--- config.mk ---
export PLATFORM = sky130hd
export DESIGN_NAME = adaptive_filter_mode_ctrl
export DESIGN_NICKNAME = d
export VERILOG_FILES = /design/src/rtl/adaptive_filter_pkg.sv /design/src/rtl/adaptive_filter_dcnt.sv /design/src/rtl/adaptive_filter_mode_ctrl.sv
export SDC_FILE = /design/constraint.sdc
export NUM_CORES = 1
export LEC_CHECK = 0
export CAP_MARGIN = 5
export CORE_ASPECT_RATIO = 1.75
export CORE_MARGIN = 2
export CORE_UTILIZATION = 33
export CTS_CLUSTER_SIZE = 10
export DETAILED_ROUTE_END_ITERATION = 10
export PLACE_DENSITY = 0.76
export SYNTH_ARGS = -nofsm -noshare
export SYNTH_HDL_FRONTEND = slang
export SYNTH_SLANG_ARGS = --single-unit
--- constraint.sdc ---
create_clock -name clk -period 1.7 [get_ports clk]
set_input_delay 0.34 -clock clk [delete_from_list [all_inputs] [get_ports clk]]
set_output_delay 0.34 -clock clk [all_outputs]
set_load 0.03 [all_outputs]
--- src/rtl/adaptive_filter_pkg.sv ---
// Shared types and defaults for the adaptive filter and its
// mode-switch sequencer.
package adaptive_filter_pkg;

   localparam int WORDLENGTH = 14;

   localparam logic MODE_DIFF   = 1'b0;
   localparam logic MODE_INTEGR = 1'b1;

   localparam int MODE_CTRL_PIPE_LAT   = 2;
   localparam int MODE_CTRL_WARMUP_LEN = 9;

   typedef enum logic [1:0] {
      RUN,
      DRAIN,
      CLEAR
   } mode_ctrl_state_t;

endpackage

--- src/rtl/adaptive_filter_dcnt.sv ---
// Loadable saturating down-counter with a zero flag.
// Load has priority over decrement; decrement stops at zero.
module adaptive_filter_dcnt
   import adaptive_filter_pkg::*;
#(
   parameter int           W       = 4,
   parameter logic [W-1:0] RST_VAL = '0
) (
   input  logic         clk,
   input  logic         srst,
   input  logic         load_i,
   input  logic [W-1:0] load_val_i,
   input  logic         dec_i,
   output logic         zero_o
);

   logic [W-1:0] cnt_q;
   logic [W-1:0] cnt_d;

   // next count: load wins, otherwise saturating decrement
   always_comb begin
      cnt_d = cnt_q;
      if (load_i) begin
         cnt_d = load_val_i;
      end else if (dec_i && (cnt_q != '0)) begin
         cnt_d = cnt_q - W'(1);
      end
   end

   // count register
   always_ff @(posedge clk) begin
      if (srst) begin
         cnt_q <= RST_VAL;
      end else begin
         cnt_q <= cnt_d;
      end
   end

   assign zero_o = (cnt_q == '0);

endmodule

--- src/rtl/adaptive_filter_mode_ctrl.sv ---
// Mode-switch sequencer: stalls, drains and resets the filter on a
// mode change, then hides the filter's start-up transient.
module adaptive_filter_mode_ctrl
   import adaptive_filter_pkg::*;
#(
   parameter int DATA_W     = WORDLENGTH,
   parameter int PIPE_LAT   = MODE_CTRL_PIPE_LAT,
   parameter int WARMUP_LEN = MODE_CTRL_WARMUP_LEN
) (
   input  logic              clk,
   input  logic              srst,
   input  logic              mode_req,
   input  logic              mode_req_valid,
   output logic              mode_req_ready,
   output logic              mode,
   output logic              busy,
   input  logic [DATA_W-1:0] s_tdata,
   input  logic              s_tvalid,
   output logic              s_tready,
   output logic              f_srst,
   output logic              f_ctrl,
   output logic [DATA_W-1:0] f_tdata,
   output logic              f_tvalid,
   input  logic [DATA_W-1:0] f_m_tdata,
   input  logic              f_m_tvalid,
   output logic [DATA_W-1:0] m_tdata,
   output logic              m_tvalid
);

   localparam int DRAIN_W = $clog2(PIPE_LAT + 1);
   localparam int WARM_W  = $clog2(WARMUP_LEN + 1);

   // DRAIN lasts PIPE_LAT cycles and leaves when the counter is zero,
   // so it is loaded one short of PIPE_LAT.
   localparam logic [DRAIN_W-1:0] DRAIN_LOAD = DRAIN_W'(PIPE_LAT - 1);
   localparam logic [WARM_W-1:0]  WARM_LOAD  = WARM_W'(WARMUP_LEN);

   mode_ctrl_state_t state_q;
   logic             mode_q;
   logic             req_q;
   logic             m_tvalid_q;
   logic [DATA_W-1:0] m_tdata_q;

   logic in_run;
   logic switch_acc;
   logic drain_zero;
   logic warm_zero;
   logic fwd;

   assign in_run     = (state_q == RUN);
   assign switch_acc = mode_req_valid & mode_req_ready
                     & (mode_req != mode_q);
   assign fwd        = f_m_tvalid & warm_zero;

   adaptive_filter_dcnt #(
      .W       (DRAIN_W),
      .RST_VAL ('0)
   ) u_drain_cnt (
      .clk        (clk),
      .srst       (srst),
      .load_i     (switch_acc),
      .load_val_i (DRAIN_LOAD),
      .dec_i      (state_q == DRAIN),
      .zero_o     (drain_zero)
   );

   adaptive_filter_dcnt #(
      .W       (WARM_W),
      .RST_VAL (WARM_LOAD)
   ) u_warm_cnt (
      .clk        (clk),
      .srst       (srst),
      .load_i     (state_q == CLEAR),
      .load_val_i (WARM_LOAD),
      .dec_i      (f_m_tvalid),
      .zero_o     (warm_zero)
   );

   // sequencer: RUN -> DRAIN -> CLEAR -> RUN, mode swaps leaving CLEAR
   always_ff @(posedge clk) begin
      if (srst) begin
         state_q <= RUN;
         mode_q  <= MODE_DIFF;
         req_q   <= MODE_DIFF;
      end else begin
         unique case (state_q)
            RUN: begin
               if (switch_acc) begin
                  req_q   <= mode_req;
                  state_q <= DRAIN;
               end
            end
            DRAIN: begin
               if (drain_zero) begin
                  state_q <= CLEAR;
               end
            end
            CLEAR: begin
               mode_q  <= req_q;
               state_q <= RUN;
            end
            default: state_q <= RUN;
         endcase
      end
   end

   // output stage: forward filter samples once warmup is over
   always_ff @(posedge clk) begin
      if (srst) begin
         m_tvalid_q <= 1'b0;
         m_tdata_q  <= '0;
      end else begin
         m_tvalid_q <= fwd;
         if (fwd) begin
            m_tdata_q <= f_m_tdata;
         end
      end
   end

   assign mode_req_ready = in_run & warm_zero;
   assign busy           = ~in_run | ~warm_zero;
   assign s_tready       = in_run;
   assign f_tvalid       = s_tvalid & in_run;
   assign f_tdata        = s_tdata;
   assign f_srst         = srst | (state_q == CLEAR);
   assign f_ctrl         = mode_q;
   assign mode           = mode_q;
   assign m_tvalid       = m_tvalid_q;
   assign m_tdata        = m_tdata_q;

endmodule

## Yosys cells after proc, flatten, opt, wreduce, memory -nomap -nowiden

Cells that the tools add are included.

| word-level totals | value |
|---|---|
| memory bits (writable) | 0 |
| bits in read-only memories | 0 |
| latch bits | 0 |
| memories | 0 |
| output and inout bits | 36 |
| register bits after elaboration | 25 |

| cells by class | value |
|---|---|
| shift operators | 0 |
| equal/unequal tests | 5 |
| add/sub/neg operators | 2 |
| mux-type cells | 5 |
| reductions and logical operators | 12 |
| $mul | 0 |
| order comparisons | 0 |
| div/mod/pow operators | 0 |
| bitwise logic cells | 9 |

Operators with widths:

| kind | count |
|---|---|
| $and 1x1->1 | 5 |
| $logic_not 2->1 | 2 |
| $logic_not 4->1 | 1 |
| $mux 2 | 2 |
| $pmux 2 s2 | 1 |
| $reduce_and 2->1 | 2 |
| $reduce_bool 2->1 | 2 |
| $reduce_bool 4->1 | 1 |
| $reduce_or 2->1 | 2 |
| $sub 4x1->4 const B | 1 |
| $eq 2x1->1 const B | 1 |
| $eq 2x2->1 const B | 1 |
| $logic_and 1x1->1 | 2 |
| $mux 1 | 2 |
| $ne 2x1->1 const B | 1 |
| $ne 2x2->1 const B | 1 |
| $not 1->1 | 2 |
| $or 1x1->1 | 2 |
| $sub 2x1->2 const B | 1 |
| $ne 1x1->1 | 1 |

## Logic depth before layout (Yosys ltp)

Gate-level depths: netlist of run 1.

| depth | value |
|---|---|
| word-level depth | 6 |
| mapped depth | 6 |
| mapped depth without buffers | 5 |

## Cells and area by module

From an unflattened synthesis of run 1, not the netlist that was laid out.

| second synthesis, totals | value |
|---|---|
| cell total of the unflattened synthesis | 148 |
| area, all modules | 1227.4 sq um |

By module, submodules not included:

| module | area an instance (sq um) | cells an instance | instances |
|---|---|---|---|
| adaptive_filter_mode_ctrl | 847.1 | 104 | 1 |
| adaptive_filter_dcnt at u_warm_cnt | 254.0 | 30 | 1 |
| adaptive_filter_dcnt at u_drain_cnt | 126.4 | 14 | 1 |

## Worst setup path after synthesis of run 1

OpenSTA, ideal clock, no wires.

| timing path | value |
|---|---|
| kind | register to output |
| start | register u_warm_cnt.cnt_q[0] |
| end | output port busy |
| path slack | -757 ps |
| arrival | 2117 ps |
| stages on the path, launching flop included | 7 |
| cells stage by stage | dfxtp_1 -> inv_1 -> ha_1 -> or3b_1 -> buf_6 -> nor3_1 -> inv_1 |

| between the ends | value |
|---|---|
| longest elaborated chain between the ends | 3 |

Ends and longest elaborated chain:

| item | RTL line | source |
|---|---|---|
| start, declared | adaptive_filter_dcnt.sv:17 | `logic [W-1:0] cnt_q;` |
| start signal, assigned | adaptive_filter_dcnt.sv:35 | `cnt_q <= cnt_d;` |
| $logic_not 4->1 | adaptive_filter_dcnt.sv:39 | `assign zero_o = (cnt_q == '0);` |
| $not 1->1 | adaptive_filter_mode_ctrl.sv:121 | `assign busy = ~in_run \| ~warm_zero;` |
| $or 1x1->1 | adaptive_filter_mode_ctrl.sv:121 |  |
| end, declared | adaptive_filter_mode_ctrl.sv:16 | `output logic busy,` |

Every way passes these cells.

## Worst setup path in the final report of run 1

| timing path | value |
|---|---|
| start | register u_warm_cnt.cnt_q[1] |
| end | output port mode_req_ready |

| between the ends | value |
|---|---|
| longest elaborated chain between the ends | 2 |

Ends and longest elaborated chain:

| item | RTL line | source |
|---|---|---|
| $logic_not 4->1 | adaptive_filter_dcnt.sv:39 |  |
| $and 1x1->1 | adaptive_filter_mode_ctrl.sv:120 | `assign mode_req_ready = in_run & warm_zero;` |
| end, declared | adaptive_filter_mode_ctrl.sv:14 | `output logic mode_req_ready,` |

Every way passes these cells.

==> results_dict.tcl, run 1 <==
set metrics [dict create \
    ys_async_sr_fraction_pct 0 \
    vdd_ir_drop_max_v 0.000698 \
    hp-class "reg -> reg" \
    cts_buffer_depth 2 \
    vias 969 \
    drc 0 \
    die_y_um 82.0 \
    postSynthCellCount 137 \
    initial_core_util_pct 34.1 \
    routed_wl_mm 2.38 \
    syn_nets 174 \
    antenna_found_initial 0 \
    ys_types 31 \
    drive_gt1_share_pct 19.9 \
    htreeDepth 1 \
    slew_headroom_pct 79.3 \
    crit_type "reg -> out" \
    total_power_w 0.00110 \
    cts_setup_buffers 0 \
    pwr-share-comb_pct 14.4 \
    switching_share_pct 22.5 \
    cts_tree "yes" \
    die_x_um 48.6 \
    cap_viol_max_count 0 \
    design_area_um2 1620 \
    dpl_cell_area_um2 1570 \
    grt_max_degree 22 \
    reg2reg_to "req_q" \
    met2_wirelength_mm 1.28 \
    ys_seq_area_share_pct 43.6 \
    place_congestion 0.742 \
    drv_slew 0 \
    syn_area_per_cell_um2 8.37 \
    synth_area_um2 1150 \
    fin_nets 209 \
    ant_nets 0 \
    cts.reportedPaths.clkPinSlew_ps 90 \
    cts_root_buffer "clkbuf_8" \
    leakagePower_nw 0.581 \
    crit_fanout 2 \
    ys_seq_elements 25 \
    synth-edff-count 0 \
    synth_ff_type "dfxtp_1" \
    p_clk_share_pct 30.7 \
    grt_setup_unrepaired "yes" \
    wl_met1_um 987 \
    dp_slack_ps -374 \
    post_drt_wl_per_cell_um 11.0 \
    insertedDiodeCount 0 \
    yosys_warnings 0 \
    highest_layer "met4" \
    p_seq_share_pct 55.0 \
    clock_skew_ps 6.25 \
    grt_pass1_wl_mm 3.88 \
    cp_data_arrival_time_ps 1500 \
    dr.pass1.iters 3 \
    fin_crit_ps 1840 \
    finalHoldViolCount 0 \
    powerDensity_nw_per_um2 682 \
    holdBufCountCts 0 \
    final_common_cell "clkdlybuf4s50_1" \
    dieArea_um2 3980 \
    grt_usage_pct 12.1 \
    num_io_pins 70 \
    wl_met3_um 86 \
    status "finished, violations left" \
    startpoint_type "flip-flop" \
    min_delay_path_depth 2 \
    violations "setup timing" \
    grt_pass1_vias 877 \
    cts_buffers 3 \
    regToRegSetupSlack_ps -110 \
    worstHoldEndpoint "m_tdata[8]" \
    final_cell_mix "clkdlybuf4s50_1 (34), nand2_1 (29), dfxtp_1 (22)" \
    reg2reg_from "u_warm_cnt.cnt_q[1]" \
    drt-initial-drc-count 7 \
    core-area_um2 3360 \
    row_count 28 \
    setup_ws_ps -142 \
    clock_sinks 25 \
    area_growth_pct 41.1 \
    intPower_w 0.000855 \
    port-buffer-count 41 \
    routed_via_density 4.49 \
    clock_latency_ps 260 \
    dp_hpwl_mm 1.81 \
    min_period_over_period_pct 108 \
    min_from "m_tdata[8]" \
    setup_viol 6 \
    switchingPower_w 0.000249 \
    max_freq_mhz 543 \
    grt_overflow 0 \
    end_kind "output port" \
    tightest_slew_ps 303 \
    reg2regPathDepth 6 \
    cp.required_ps 1360 \
]
==> logic make-up (layout without fill, tap and decap cells) <==
group | Yosys count | count (layout) | synth area share, %
DFF | 25 | 25 | 43.6
and+or+nand+nor | 51 | 51 | 22.9
buffers and inverters | 29 | 63 | 15.0
adders and majority gates | 3 | 3 | 3.27
muxes | 1 | 1 | 0.872
AOI/OAI and AO/OA | 25 | 25 | 12.0
xor gates and xnor gates | 3 | 3 | 2.29
==> layer usage <==
metal	global-route usage (%)	up-vias
met5	0	-
met4	4.57	0
met3	0.545	2
met2	23.1	21
met1	14.3	441
li1	-	505
==> worst max-delay path: stages (launching register included) <==
cell     delay [ps]
dfxtp_2         330
inv_2            70
ha_4            130
or3b_4          390
nor3_4          140
buf_4           190
==> power by group through the flow <==
| stage | logic, W | registers [W] | clock network, W |
|---|---|---|---|
| CTS | 0.000161 | 0.000607 | 0.000347 |
| global placement | 0.000157 | 0.000620 | 0 |
| detailed placement | 0.000160 | 0.000620 | 0 |
| global route | 0.000174 | 0.000609 | 0.000382 |
| floorplan | 0.000126 | 0.000626 | 0 |
| finish | 0.000158 | 0.000607 | 0.000338 |
==> flip-flops by register name (all words and copies together) (netlist names) <==
register and flops:
f_ctrl 1, m_tdata 14, m_tvalid 1, req_q 1, state_q 2, u_drain_cnt.cnt_q 2
u_warm_cnt.cnt_q 4
==> area by class of cell <==
type | count | area, µm²
Fill cell | 348 | 1740
Sequential cell | 25 | 504
Multi-Input combinational cell | 83 | 503
Timing Repair Buffer | 52 | 483
Tap cell | 45 | 56.3
Clock buffer | 3 | 41.3
Inverter | 7 | 26.3
Clock inverter | 1 | 5.00
==> how the worst max path moves through the flow <==
stage | cells after the start | slack (ps) | start | end
detailed placement | 6 | -370 | u_warm_cnt.cnt_q[1] | busy
floorplan | 6 | -150 | u_warm_cnt.cnt_q[0] | busy
global route | 5 | -210 | u_warm_cnt.cnt_q[1] | mode_req_ready
finish | 5 | -140 | u_warm_cnt.cnt_q[1] | mode_req_ready
CTS | 5 | -160 | u_warm_cnt.cnt_q[1] | mode_req_ready
global placement | 6 | -360 | u_warm_cnt.cnt_q[1] | busy
==> timing repair <==
item	in CTS	in global routing
endpoints found under the setup margin	9	7
pin swaps	1	0
gates resized for setup	11	3
==> stage by stage <==
step                hold WS, ps  util, %  TNS [ps]  cells
floorplan                   418        -      -152    137
global placement            441     46.6     -1120    212
detailed placement          446     46.6     -1220    212
CTS                         458     48.0      -626    216
global route                482     48.1      -881    216
finish                      458     48.1      -575    216
==> synthesized netlist by cell type, types with 2 or more instances <==
master,n,area (µm²)
inv_1,7,26.3
buf_4,15,113
xnor2_1,2,17.5
a21oi_1,18,90.1
nor2_1,4,15.0
ha_1,3,37.5
clkbuf_1,6,22.5
dfxtp_1,25,500
or3b_2,2,17.5
a31oi_1,2,12.5
nor3_1,4,20.0
o21ai_0,2,10.0
nand2_1,29,109
(Power assumes the default switching activity.)
==> run 2, diff against run 1 <==
--- a/config.mk
+++ b/config.mk
@@ -11,6 +11,7 @@
 export CORE_UTILIZATION = 33
 export CTS_CLUSTER_SIZE = 10
 export DETAILED_ROUTE_END_ITERATION = 10
+export HOLD_SLACK_MARGIN = 0.1
 export PLACE_DENSITY = 0.76
 export SYNTH_ARGS = -nofsm -noshare
 export SYNTH_HDL_FRONTEND = slang
==> results of run 2 <==
The final DEF is identical to that of run 1; final timing and power are the same.
==> run 3, diff against run 2 <==
--- a/config.mk
+++ b/config.mk
@@ -9,6 +9,7 @@
 export CORE_ASPECT_RATIO = 1.75
 export CORE_MARGIN = 2
 export CORE_UTILIZATION = 33
+export CTS_CLUSTER_DIAMETER = 50
 export CTS_CLUSTER_SIZE = 10
 export DETAILED_ROUTE_END_ITERATION = 10
 export HOLD_SLACK_MARGIN = 0.1
@@ -16,3 +17,4 @@
 export SYNTH_ARGS = -nofsm -noshare
 export SYNTH_HDL_FRONTEND = slang
 export SYNTH_SLANG_ARGS = --single-unit
+export TNS_END_PERCENT = 10
==> constraint.sdc (replaced) <==
create_clock -name clk -period 1.7 [get_ports clk]
set_input_delay 0.34 -clock clk [delete_from_list [all_inputs] [get_ports clk]]
set_output_delay 0.34 -clock clk [all_outputs]
set_load 0.01 [all_outputs]
==> run 3 against run 2 <==
Against the previous run:
- the flow still finishes with violations (setup timing)
- sequential cell count did not move
- first-iteration DRC count rose by 71%
- wire length rose by 2.9%
- global-route usage rose by 0.38 points
- register-to-register slack barely moved
- total power fell by 0.57%
- die area did not move
==> results_dict.tcl, run 3 (synthesis gave the netlist of run 1 again) <==
set metrics [dict create \
    drt-initial-drc-count 12 \
    die_y_um 82.0 \
    routed_via_density 4.57 \
    place_congestion 0.811 \
    core-area_um2 3360 \
    design_area_um2 1650 \
    grt_max_degree 22 \
    setup_ws_ps -102 \
    vdd_ir_drop_max_v 0.000609 \
    cts_tree "yes" \
    final_cells 221 \
    setup_viol 7 \
    dp_cells 214 \
    dp_slack_ps -274 \
    insertedDiodeCount 0 \
    grt_setup_unrepaired "yes" \
    area_growth_pct 44.1 \
    cts_buffers 3 \
    finalHoldViolCount 0 \
    clock_sinks 25 \
    vias 1011 \
    grt_pass1_wl_mm 4.01 \
    crit_fanout 2 \
    min_period_over_period_pct 106 \
    htreeDepth 1 \
    cap_viol_max_count 0 \
    final_cell_mix "clkdlybuf4s50_1 (38), nand2_1 (29), dfxtp_1 (22)" \
    cts_root_buffer "clkbuf_8" \
    drv_slew 0 \
    ant_nets 0 \
    regToRegSetupSlack_ps -100 \
    status "finished, violations left" \
    powerDensity_nw_per_um2 664 \
    leakagePower_nw 0.590 \
    violations "setup timing" \
    clock_skew_ps 3.24 \
    cp_data_arrival_time_ps 1460 \
    grt_overflow 0 \
    row_count 28 \
    max_freq_mhz 555 \
    dp_hpwl_mm 1.88 \
    startpoint_type "flip-flop" \
    hp-class "reg -> reg" \
    post_drt_wl_per_cell_um 11.1 \
    routed_wl_mm 2.45 \
    num_io_pins 70 \
    initial_core_util_pct 34.1 \
    cp.required_ps 1360 \
    slew_headroom_pct 78.9 \
    cts.reportedPaths.clkPinSlew_ps 80 \
    end_kind "output port" \
    port-buffer-count 41 \
    fin_crit_ps 1800 \
    grt_pass1_vias 947 \
    clock_latency_ps 250 \
    drc 0 \
    grt_usage_pct 12.5 \
    final_common_cell "clkdlybuf4s50_1" \
    tightest_slew_ps 309 \
    crit_type "reg -> out" \
    die_x_um 48.6 \
    drive_gt1_share_pct 19.3 \
    dpl_cell_area_um2 1580 \
    dieArea_um2 3980 \
    largest_register_ffs 14 \
    dr.pass1.iters 4 \
    antenna_found_initial 0 \
    cts_buffer_depth 2 \
    fin_nets 214 \
]
## run 3: what timing repair did
| action | 4_1_cts | 5_1_grt |
|---|---|---|
| hold buffers | 0 | 0 |
| gates cloned | 0 | 0 |
| resized for setup | 14 | 2 |
| endpoints found under the setup margin | 8 | 9 |
| buffers inserted | 2 | 1 |
| pin swaps | 2 | 1 |
## run 3: path summary, 6_finish.rpt
path	startpoint	end	depth (start not counted)
max	u_warm_cnt.cnt_q[1]	busy	6
min	m_tdata[9]	m_tdata[9]	2
max reg2reg	u_warm_cnt.cnt_q[1]	req_q	6
min reg2reg	m_tdata[9]	m_tdata[9]	2
## run 3: area by class of cell
class | count | area, µm²
Tap cell | 45 | 56.3
Clock buffer | 4 | 45.0
Multi-Input combinational cell | 83 | 500
Timing Repair Buffer | 57 | 520
Inverter | 7 | 26.3
Fill cell | 342 | 1710
Sequential cell | 25 | 504
## run 3: through the flow
stage | power, W | setup TNS [ps] | util, % | hold WS [ps]
2_1_floorplan | 0.000713 | 0 | - | 418
3_3_place_gp | 0.000767 | -1470 | 47.1 | 441
3_5_place_dp | 0.000770 | -1620 | 47.1 | 446
4_1_cts | 0.00111 | -596 | 48.7 | 458
5_1_grt | 0.00116 | -1160 | 49.1 | 478
6_report | 0.00110 | -507 | 49.1 | 456
## run 3: report_power, final
| part | internal, W | total [W] | switching [W] | leakage [nW] |
|---|---|---|---|---|
| logic | 0.000100 | 0.000157 | 0.0000569 | 0.365 |
| clock network | 0.000167 | 0.000332 | 0.000165 | 0.0228 |
| registers | 0.000600 | 0.000608 | 0.00000877 | 0.203 |
## run 3: worst max-delay path, cell delays in order (launching register included)
cell and delay (ps):
dfxtp_2 330, inv_2 70, ha_4 130, or3b_4 390, nor3_4 120, inv_1 50, buf_2 130
## run 3: metal layers
layer | global-route usage, % | share of wire (%) | up-vias
met5 | 0 | 0 | -
li1 | - | - | 514
met3 | 1.27 | 3.7 | 6
met2 | 24.0 | 57 | 21
met1 | 13.4 | 37 | 470
met4 | 6.57 | 2.5 | 0
